===== src/rtl/posit_defines_pipe_pkg.sv =====
// posit_defines_pipe: shared width helpers for the pipelined raw-posit multiplier.
//
// Contents:
//   in_w   - serialized operand width  {sgn, scale, fraction, inf, zero}
//   mbits  - full significand product width (hidden bits included)
//   ps_w   - product scale width (one guard bit so the scale sum never wraps)
//   pfrac_w- product fraction width carried on the output bus
//   out_w  - serialized product width {sgn, scale, fraction, inf, zero}
//
// Build option: POSITMULT_STICKY_EN narrows the product fraction to FBITS+3
// bits (FBITS+2 significant bits plus one sticky bit).
//
// The value / value_product struct typedefs and their serialize/deserialize
// functions depend on module parameters, so they live in the top module where
// the widths are known; this package provides the widths they are built from.
package posit_defines_pipe;

  function automatic int in_w(input int sbits, input int fbits);
    return sbits + fbits + 3;
  endfunction

  function automatic int mbits(input int fbits);
    return 2 * (fbits + 1);
  endfunction

  function automatic int ps_w(input int sbits);
    return sbits + 1;
  endfunction

  function automatic int pfrac_w(input int fbits);
`ifdef POSITMULT_STICKY_EN
    return fbits + 3;
`else
    return mbits(fbits);
`endif
  endfunction

  function automatic int out_w(input int sbits, input int fbits);
    return ps_w(sbits) + pfrac_w(fbits) + 3;
  endfunction

endpackage


===== src/rtl/posit_pipe_stage.sv =====
// posit_pipe_stage: one register slice of the multiplier pipeline.
//
// Ports:
//   clk, reset      - clock, synchronous active-high reset (clears everything)
//   en              - load enable; low holds data, tag and valid (global stall)
//   d_data/d_tag/d_valid - incoming payload, sideband tag and valid bit
//   q_data/q_tag/q_valid - registered payload, tag and valid bit
//
// Bubbles are loaded like any other slot, so the pipeline never compacts.
module posit_pipe_stage #(
  parameter int DATA_W = 8,
  parameter int TAG_W  = 8
) (
  input  logic              clk,
  input  logic              reset,
  input  logic              en,
  input  logic [DATA_W-1:0] d_data,
  input  logic [TAG_W-1:0]  d_tag,
  input  logic              d_valid,
  output logic [DATA_W-1:0] q_data,
  output logic [TAG_W-1:0]  q_tag,
  output logic              q_valid
);

  always_ff @(posedge clk) begin
    if (reset) begin
      q_data  <= '0;
      q_tag   <= '0;
      q_valid <= 1'b0;
    end else if (en) begin
      q_data  <= d_data;
      q_tag   <= d_tag;
      q_valid <= d_valid;
    end
  end

endmodule


===== src/rtl/positmult_raw_pipe.sv =====
// positmult_raw_pipe: pipelined multiplier for serialized raw posits.
//
// Operands are {sgn, scale[SBITS], fraction[FBITS], inf, zero}, MSB first.
// The product is {sgn, scale[SBITS+1], fraction, inf, zero}, unrounded, with
// canonical specials (inf clears every other field, zero clears sgn/scale/frac).
//
// Ports:
//   clk, reset            - clock, synchronous active-high reset
//   in1, in2, in_tag      - operands and sideband tag
//   in_valid / in_ready   - input handshake
//   result, out_tag       - product and its tag
//   out_valid / out_ready - output handshake
//
// Pipeline: stage 0 registers the operands, stage 1 registers the product,
// stages 2..LATENCY-1 are plain delay. A single global enable stalls every
// stage whenever the output holds a result the consumer has not taken.
//
// Build option: POSITMULT_STICKY_EN compacts the product fraction to FBITS+3
// bits (top FBITS+2 bits plus a sticky OR of the rest).
module positmult_raw_pipe
  import posit_defines_pipe::*;
#(
  parameter int SBITS   = 9,
  parameter int FBITS   = 26,
  parameter int LATENCY = 4,
  parameter int TAG_W   = 8
) (
  input  logic                              clk,
  input  logic                              reset,
  input  logic [in_w(SBITS, FBITS)-1:0]     in1,
  input  logic [in_w(SBITS, FBITS)-1:0]     in2,
  input  logic [TAG_W-1:0]                  in_tag,
  input  logic                              in_valid,
  output logic                              in_ready,
  output logic [out_w(SBITS, FBITS)-1:0]    result,
  output logic [TAG_W-1:0]                  out_tag,
  output logic                              out_valid,
  input  logic                              out_ready
);

  localparam int IN_W  = in_w(SBITS, FBITS);
  localparam int MBITS = mbits(FBITS);
  localparam int PS_W  = ps_w(SBITS);
  localparam int PF_W  = pfrac_w(FBITS);
  localparam int OUT_W = out_w(SBITS, FBITS);

  typedef struct packed {
    logic                    sgn;
    logic [SBITS-1:0]        scale;
    logic [FBITS-1:0]        frac;
    logic                    inf;
    logic                    zero;
  } value_t;

  typedef struct packed {
    logic                    sgn;
    logic [PS_W-1:0]         scale;
    logic [PF_W-1:0]         frac;
    logic                    inf;
    logic                    zero;
  } value_product_t;

  function automatic value_t deserialize(input logic [IN_W-1:0] v);
    return value_t'(v);
  endfunction

  function automatic logic [OUT_W-1:0] serialize(input value_product_t p);
    return OUT_W'(p);
  endfunction

  // A zero operand carries no meaningful payload; clear it so stray bits
  // never leak into the sign or the inf flag of the product.
  function automatic value_t canon_in(input value_t v);
    value_t r;
    r = v;
    if (v.zero) begin
      r.sgn   = 1'b0;
      r.scale = '0;
      r.frac  = '0;
      r.inf   = 1'b0;
    end
    return r;
  endfunction

  logic                 advance;
  logic [2*IN_W-1:0]    s0_d;
  logic [2*IN_W-1:0]    s0_q;
  logic [OUT_W-1:0]     mult_out;
  logic [OUT_W-1:0]     pay_q [1:LATENCY-1];
  logic [TAG_W-1:0]     tag_q [LATENCY];
  logic                 vld_q [LATENCY];

  assign advance  = ~(out_valid & ~out_ready);
  assign in_ready = advance;
  assign s0_d     = {canon_in(deserialize(in1)), canon_in(deserialize(in2))};

  // Multiply stage datapath.
  value_t            op_a;
  value_t            op_b;
  logic [MBITS-1:0]  mult;
  logic [MBITS-1:0]  frac_full;
  value_product_t    prod;

  always_comb begin
    op_a = value_t'(s0_q[2*IN_W-1:IN_W]);
    op_b = value_t'(s0_q[IN_W-1:0]);
    mult = {{(MBITS-FBITS-1){1'b0}}, 1'b1, op_a.frac} *
           {{(MBITS-FBITS-1){1'b0}}, 1'b1, op_b.frac};

    // Product of two [1,2) significands lies in [1,4): the top bit says
    // whether it reached 2, which bumps the scale and needs one less shift
    // to drop the hidden bit.
    frac_full = mult[MBITS-1] ? {mult[MBITS-2:0], 1'b0} : {mult[MBITS-3:0], 2'b00};

    prod       = '0;
    prod.sgn   = op_a.sgn ^ op_b.sgn;
    prod.scale = {op_a.scale[SBITS-1], op_a.scale} + {op_b.scale[SBITS-1], op_b.scale}
               + {{(PS_W-1){1'b0}}, mult[MBITS-1]};
`ifdef POSITMULT_STICKY_EN
    prod.frac  = {frac_full[MBITS-1 -: FBITS+2], |frac_full[FBITS-1:0]};
`else
    prod.frac  = frac_full;
`endif
    prod.inf   = op_a.inf | op_b.inf;
    prod.zero  = ~prod.inf & (op_a.zero | op_b.zero);

    if (prod.inf) begin
      prod.sgn   = 1'b0;
      prod.scale = '0;
      prod.frac  = '0;
    end else if (prod.zero) begin
      prod.sgn   = 1'b0;
      prod.scale = '0;
      prod.frac  = '0;
    end
    mult_out = serialize(prod);
  end

  genvar gi;
  generate
    for (gi = 0; gi < LATENCY; gi++) begin : g_stage
      if (gi == 0) begin : g_in
        posit_pipe_stage #(.DATA_W(2*IN_W), .TAG_W(TAG_W)) u_stage (
          .clk     (clk),
          .reset   (reset),
          .en      (advance),
          .d_data  (s0_d),
          .d_tag   (in_tag),
          .d_valid (in_valid),
          .q_data  (s0_q),
          .q_tag   (tag_q[0]),
          .q_valid (vld_q[0])
        );
      end else if (gi == 1) begin : g_mul
        posit_pipe_stage #(.DATA_W(OUT_W), .TAG_W(TAG_W)) u_stage (
          .clk     (clk),
          .reset   (reset),
          .en      (advance),
          .d_data  (mult_out),
          .d_tag   (tag_q[0]),
          .d_valid (vld_q[0]),
          .q_data  (pay_q[1]),
          .q_tag   (tag_q[1]),
          .q_valid (vld_q[1])
        );
      end else begin : g_dly
        posit_pipe_stage #(.DATA_W(OUT_W), .TAG_W(TAG_W)) u_stage (
          .clk     (clk),
          .reset   (reset),
          .en      (advance),
          .d_data  (pay_q[gi-1]),
          .d_tag   (tag_q[gi-1]),
          .d_valid (vld_q[gi-1]),
          .q_data  (pay_q[gi]),
          .q_tag   (tag_q[gi]),
          .q_valid (vld_q[gi])
        );
      end
    end
  endgenerate

  assign result    = pay_q[LATENCY-1];
  assign out_tag   = tag_q[LATENCY-1];
  assign out_valid = vld_q[LATENCY-1];

endmodule


===== config.mk =====
export PLATFORM = sky130hd
export DESIGN_NAME = positmult_raw_pipe
export DESIGN_NICKNAME = d
export VERILOG_FILES = /design/src/rtl/posit_defines_pipe_pkg.sv /design/src/rtl/posit_pipe_stage.sv /design/src/rtl/positmult_raw_pipe.sv
export SDC_FILE = /design/constraint.sdc
export NUM_CORES = 2
export LEC_CHECK = 0
export ABC_AREA = 1
export BUFFER_PORTS_ARGS = -buffer_cell sky130_fd_sc_hd__clkbuf_2
export CAP_MARGIN = 25
export CORE_MARGIN = 2
export CORE_UTILIZATION = 50
export DETAILED_ROUTE_END_ITERATION = 10
export PLACE_DENSITY = 0.67
export SYNTH_ARGS = -nofsm -noshare
export SYNTH_HDL_FRONTEND = slang
export SYNTH_HIERARCHICAL = 1
export SYNTH_SLANG_ARGS = --single-unit
export TNS_END_PERCENT = 100

===== constraint.sdc =====
create_clock -name clk -period 12.6 [get_ports clk]
set_input_delay 0.63 -clock clk [delete_from_list [all_inputs] [get_ports clk]]
set_output_delay 0.63 -clock clk [all_outputs]
set_load 0.02 [all_outputs]

-- Word level (Yosys, flattened, before mapping)
Cells that the tools add are included.
- add/subtract/negate cells: 2
- multipliers: 1
- muxes and demuxes: 5
- bitwise logic cells: 8
- operator list (cell ; number):
    two-way mux 65 bit ; 2
    two-way mux 37 bit ; 2
    multiplier 27 x 27 -> 54 bit ; 1
    two-way mux 54 bit ; 1
    adder 10 x 1 -> 10 bit ; 1
    adder 9 x 9 -> 10 bit ; 1
    NOT 1 bit ; 3
    AND 1 bit ; 2
    bitwise OR 1 bit ; 2
    XOR 1 bit ; 1
- bits in registers: 313
- word-level logic and storage cells: 28

-- Logic depth before layout (Yosys ltp)
- word-level depth: 5
- depth in mapped cells: 43
- gate-level depth less buffers: 40

-- Cells and area by module
The synthesis kept the hierarchy.
- modules (own cells, without submodules) (module ; instances ; cells each ; area each (um^2)):
    positmult_raw_pipe ; 1 ; 3999 ; 27478.9
    posit_pipe_stage at g_stage[1].g_mul.u_stage ... ; 3 ; 482 ; 3108.0
    posit_pipe_stage at g_stage[0].g_in.u_stage ; 1 ; 539 ; 3478.3

-- Worst setup path before layout
No wires, ideal clock.
- path kind: register to register
- from: reg g_stage[0].g_in.u_stage.q_data[61]
- to: reg g_stage[1].g_mul.u_stage.q_data[62]
- library setup time: 64 ps
- arrival time: 7761 ps
- required time: 12536 ps
- setup slack: 4775 ps
- stages on the path, launching flop included: 38
- path buffers: 3
- clock period less this slack: 7825 ps
- cells stage by stage: dfxtp_1 clkbuf_1 clkbuf_1 nand2_1 fa_1 inv_1 fa_1 fa_1 inv_1 fa_1 fa_1 inv_1 fa_1 inv_1 fa_1 inv_1 ha_1 nand2_1 (+2 left out) inv_1 nand2_1 nor2_1 nand2_1 nand4_1 nand2_2 buf_4 fa_1 fa_1 o211ai_1 a21oi_1 o21ai_0 o21ai_0 a21oi_1 inv_1 nand2_1 nand2_1 nor2_1
- longest elaborated chain between the ends: 4
- ends and longest elaborated chain (what ; line ; RTL):
    start, declared ; posit_pipe_stage.sv:20 ; output logic [DATA_W-1:0] q_data,
    start signal, assigned ; posit_pipe_stage.sv:31 ; q_data <= d_data;
    multiplier 27 x 27 -> 54 bit ; positmult_raw_pipe.sv:107 ; mult = {{(MBITS-FBITS-1){1'b0}}, 1'b1, op_a.frac} *
    adder 10 x 1 -> 10 bit ; positmult_raw_pipe.sv:118 ; + {{(PS_W-1){1'b0}}, mult[MBITS-1]};
    two-way mux 65 bit ; positmult_raw_pipe.sv:131 ; end else if (prod.zero) begin
    two-way mux 65 bit ; positmult_raw_pipe.sv:127 ; if (prod.inf) begin
    named net mult_out[62] ; positmult_raw_pipe.sv:88 ; logic [OUT_W-1:0] mult_out;
    end signal, assigned ; posit_pipe_stage.sv:31 ;
    end, declared ; posit_pipe_stage.sv:20 ;
The timed path passes the listed nets, and every way through them passes these cells.
A chain may end at the register's enable or synchronous reset.

-- Worst setup path in the final report
- from: reg g_stage[0].g_in.u_stage.q_data[46]
- to: reg g_stage[1].g_mul.u_stage.q_data[62]
Same word-level chain as after synthesis.

==> flow_summary_export.csv <==
group,metric,value,unit
synthesis,syn_inst,5984,
cts,cts_resized,0,
synthesis,synth_top_cell_by_area,"fa_1",
cts,htreeDepth,2,
cts,cts_root_buf,"clkbuf_16",
synthesis,netlist_top_cells_area,"fa_1, nand2_1, dfxtp_1",
synthesis,seq_area_frac_synth,15.56,%
run_status,status,"complete, no violations",
power_and_ir_drop,p_sw,1.288,mW
route,wl,110700,um
placement,dp.cells,6973,
layout,drive_gt1_share,5.287,%
layout,fill_cells,8093,
power_and_ir_drop,pwr-share-clk,30.8,%
global_routing,grt_pass1_wl,178200,um
synthesis,yosys_warnings,6,
worst_setup_path,timing.rr.start,"g_stage[0].g_in.u_stage/q_data[46]",
worst_setup_path,path_class,"reg -> reg",
die,core-area,80160,sq um
die,fp.dieH,287.8,um
layout,final_cells,7037,
layout,post-route-util,53.28,%
route,drt_iter0_drc,2502,
cts,cts_setup_buffers,0,
route,drt-vias-per-instance,4.791,
power_and_ir_drop,p_sw_share,38.35,%
synthesis,avgSynthCellArea,6.731,sq um
worst_setup_path,cp.arrival,9430,ps
global_routing,grt.overflow.total,0,
min_path,min_to,"g_stage[0].g_in.u_stage/q_tag[1]",
synthesis,synthSimpleGateAreaFrac,27.13,%
run,max_cap_violations,0,
worst_setup_path,cp_max_fo,25,
placement,io_buffer_count,164,
synthesis,ys.flop_type,"dfxtp_1",
sta,tns,0,ps
sta,setup_violations,0,
min_path,worstHoldStart,"in_tag[1]",
global_routing,grt_pass1_vias,33910,
worst_setup_path,worstSetupStartpoint,"g_stage[0].g_in.u_stage/q_data[46]",
placement,dpl.hpwl,83960,um
synthesis,syn-cell-area,40280,sq um
worst_setup_path,required,13100,ps
worst_setup_path,rrSetupSlack,3670,ps
cts,cts_tree,"done",
synthesis,yosysUniqueCellTypes,34,
die,initial_core_util,50.25,%
route,detail_route.wl_per_cell,15.73,um
synthesis,synth_top_area_share,31.11,%
power_and_ir_drop,seqPwrFrac,33.4,%
worst_setup_path,crit_path_frequent_cell,"fa_1",
route,firstDrtPassIters,5,
cts,cts_buffer_depth,3,
min_path,min_path_type,"in -> reg",
worst_setup_path,slowest_stage,"dfxtp_1",
min_path,hold_depth,5,
layout,area_growth,6.020,%
synthesis,synth_compound_area_share,0.7828,%
global_routing,antenna_found_initial,0,
synthesis,synth_nets,6898,
worst_setup_path,start_kind,"flip-flop",
die,die_area,82850,sq um
layout,antenna-diode-count,0,
global_routing,groute.usage.overall,27.41,%
synthesis,synth_top_family_by_area,"adder cells",
sta,whs,365.8,ps
cts,hold_buffers,0,
sta,fin_crit,8932,ps
synthesis,synth-xor-area-share,0.6958,%
worst_setup_path,end_kind,"flip-flop",
global_routing,grt_max_degree,239,
power_and_ir_drop,p_leak,25.95,nW
synthesis,synth_edf_count,0,
route,vias,33710,
placement,gp_congestion,0.9556,
worst_setup_path,rr_endpoint,"g_stage[1].g_mul.u_stage/q_data[62]",
sta,slew_violations,0,
worst_setup_path,cpPeakStageDelay,770,ps
route,ant_nets,0,
route,drc_errors,0,
sta,post-route-period-util,70.89,%
layout,final_nets,6865,
die,num_io_pins,165,
cts,clock-sinks,313,
cts,clk_pin_slew,60,ps
cts,numCtsBuffers,36,
cts,clk_latency,560,ps
power_and_ir_drop,internal-power,2.070,mW
synthesis,synthAdderAreaFrac,37.32,%
sta,worstMarginPinSlew,1005,ps
synthesis,muxShareOfSynthArea,0,%
worst_setup_path,reg2regPathDepth,35,
sta,fmaxAchievable,0.1120,GHz
die,rows,104,
synthesis,synthArstFlopShare,0,%
power_and_ir_drop,ir_worst_vdd,0.1113,mV
power_and_ir_drop,p_comb_share,35.8,%
die,die_w,287.8,um
sta,rsz0062_at_grt,"false",
power_and_ir_drop,fin_total_pwr,3.358,mW
synthesis,ys_ff_latch,313,
sta,slew_headroom,32.99,%
sta,skew,41.91,ps
power_and_ir_drop,p_per_area,78.62,nW/um^2
sta,hold_viol_final,0,
==> critical path, delay by kind of cell, from the launching register on <==
family	cells	cell delay (ps)
compound gates	5	880
fa+ha+maj	10	4910
buf+inv	8	810
flops	1	770
simple gates	12	1480
==> cells in the mapped netlist, types with 2 or more instances <==
master    count
dfxtp_1     313
a21boi_0      2
nor4_1        4
clkbuf_1    182
o21ai_0       6
nand3b_1      4
nor2_2       18
nor2_1      870
nor3_1        7
inv_1      1622
ha_1        200
buf_6         9
buf_8         2
nand3_1      53
nand2_1    1856
buf_4        37
nand4_1      13
nand2_2       5
fa_1        626
o21bai_1      3
xor2_1       13
and2_1       14
buf_2        53
a21oi_1      42
xnor2_1      19
inv_2         2
o21a_1        2
==> through the flow <==
step / instance area, sq um / worst slack (ps)
2_1_floorplan: 40280 / 4775
3_3_place_gp: 41460 / 3519
3_5_place_dp: 41550 / 3745
4_1_cts: 42710 / 3694
5_1_grt: 42710 / 2990
6_report: 42710 / 3668
==> routing by layer <==
layer	track usage [%]	up-vias	routed length (um)
met5	0	-	0
met4	9.430	0	4232
met3	4.223	236	7451
met2	46.47	1068	52190
met1	35.67	15970	46810
li1	-	16440	-
==> flip-flops by register name, summed over array words and instances (netlist names) <==
name                           cells
g_stage.g_dly.u_stage/q_data     134
g_stage.g_dly.u_stage/q_tag       16
g_stage.g_dly.u_stage/q_valid      2
g_stage.g_in.u_stage/q_data       76
g_stage.g_in.u_stage/q_tag         8
g_stage.g_in.u_stage/q_valid       1
g_stage.g_mul.u_stage/q_data      67
g_stage.g_mul.u_stage/q_tag        8
g_stage.g_mul.u_stage/q_valid      1
==> power by group through the flow <==
stage / Combinational, mW / Sequential, mW / Clock, mW
floorplan: 0.821 / 1.12 / 0
global placement: 1.18 / 1.14 / 0
detailed placement: 1.20 / 1.14 / 0
CTS: 1.21 / 1.12 / 1.06
global route: 1.36 / 1.13 / 1.11
finish: 1.20 / 1.12 / 1.04
==> cells in the final DEF (no fill, tap or decap), types with 9 or more instances in the layout <==
master / n
a21oi_1: 42
and2_1: 14
buf_4: 43
clkbuf_1: 9
clkbuf_16: 36
clkbuf_2: 164
dfxtp_1: 298
dfxtp_2: 15
fa_1: 626
ha_1: 200
inv_1: 1618
nand2_1: 1855
nand3_1: 53
nand4_1: 13
nor2_1: 870
nor2_2: 18
xnor2_1: 19
xor2_1: 13
==> cell families after synthesis <==
family / count (synthesis)
buf+inv: 1907
xor+xnor: 32
flops: 313
simple gates: 2847
fa+ha+maj: 826
other cells: 1
compound gates: 58
==> how the worst max path moves through the flow <==
stage	to	slack, ps	cells past startpoint
CTS	g_stage[1].g_mul.u_stage/q_data[62]	3690	35
floorplan	g_stage[1].g_mul.u_stage/q_data[62]	4770	37
global route	g_stage[1].g_mul.u_stage/q_data[62]	2990	35
detailed placement	g_stage[1].g_mul.u_stage/q_data[62]	3750	35
global placement	g_stage[1].g_mul.u_stage/q_data[62]	3520	34
finish	g_stage[1].g_mul.u_stage/q_data[62]	3670	35
==> area by class of cell <==
cell class	instances	area [sq um]	area share, %
Inverter	1624	6096	14.27
Clock buffer	51	1017	2.382
Multi-Input combinational cell	3764	26570	62.23
Clock inverter	13	141.4	0.3311
Timing Repair Buffer	212	1266	2.965
Tap cell	1060	1326	3.106
Sequential cell	313	6285	14.72
Note: power is estimated with default switching activity, not from simulation.
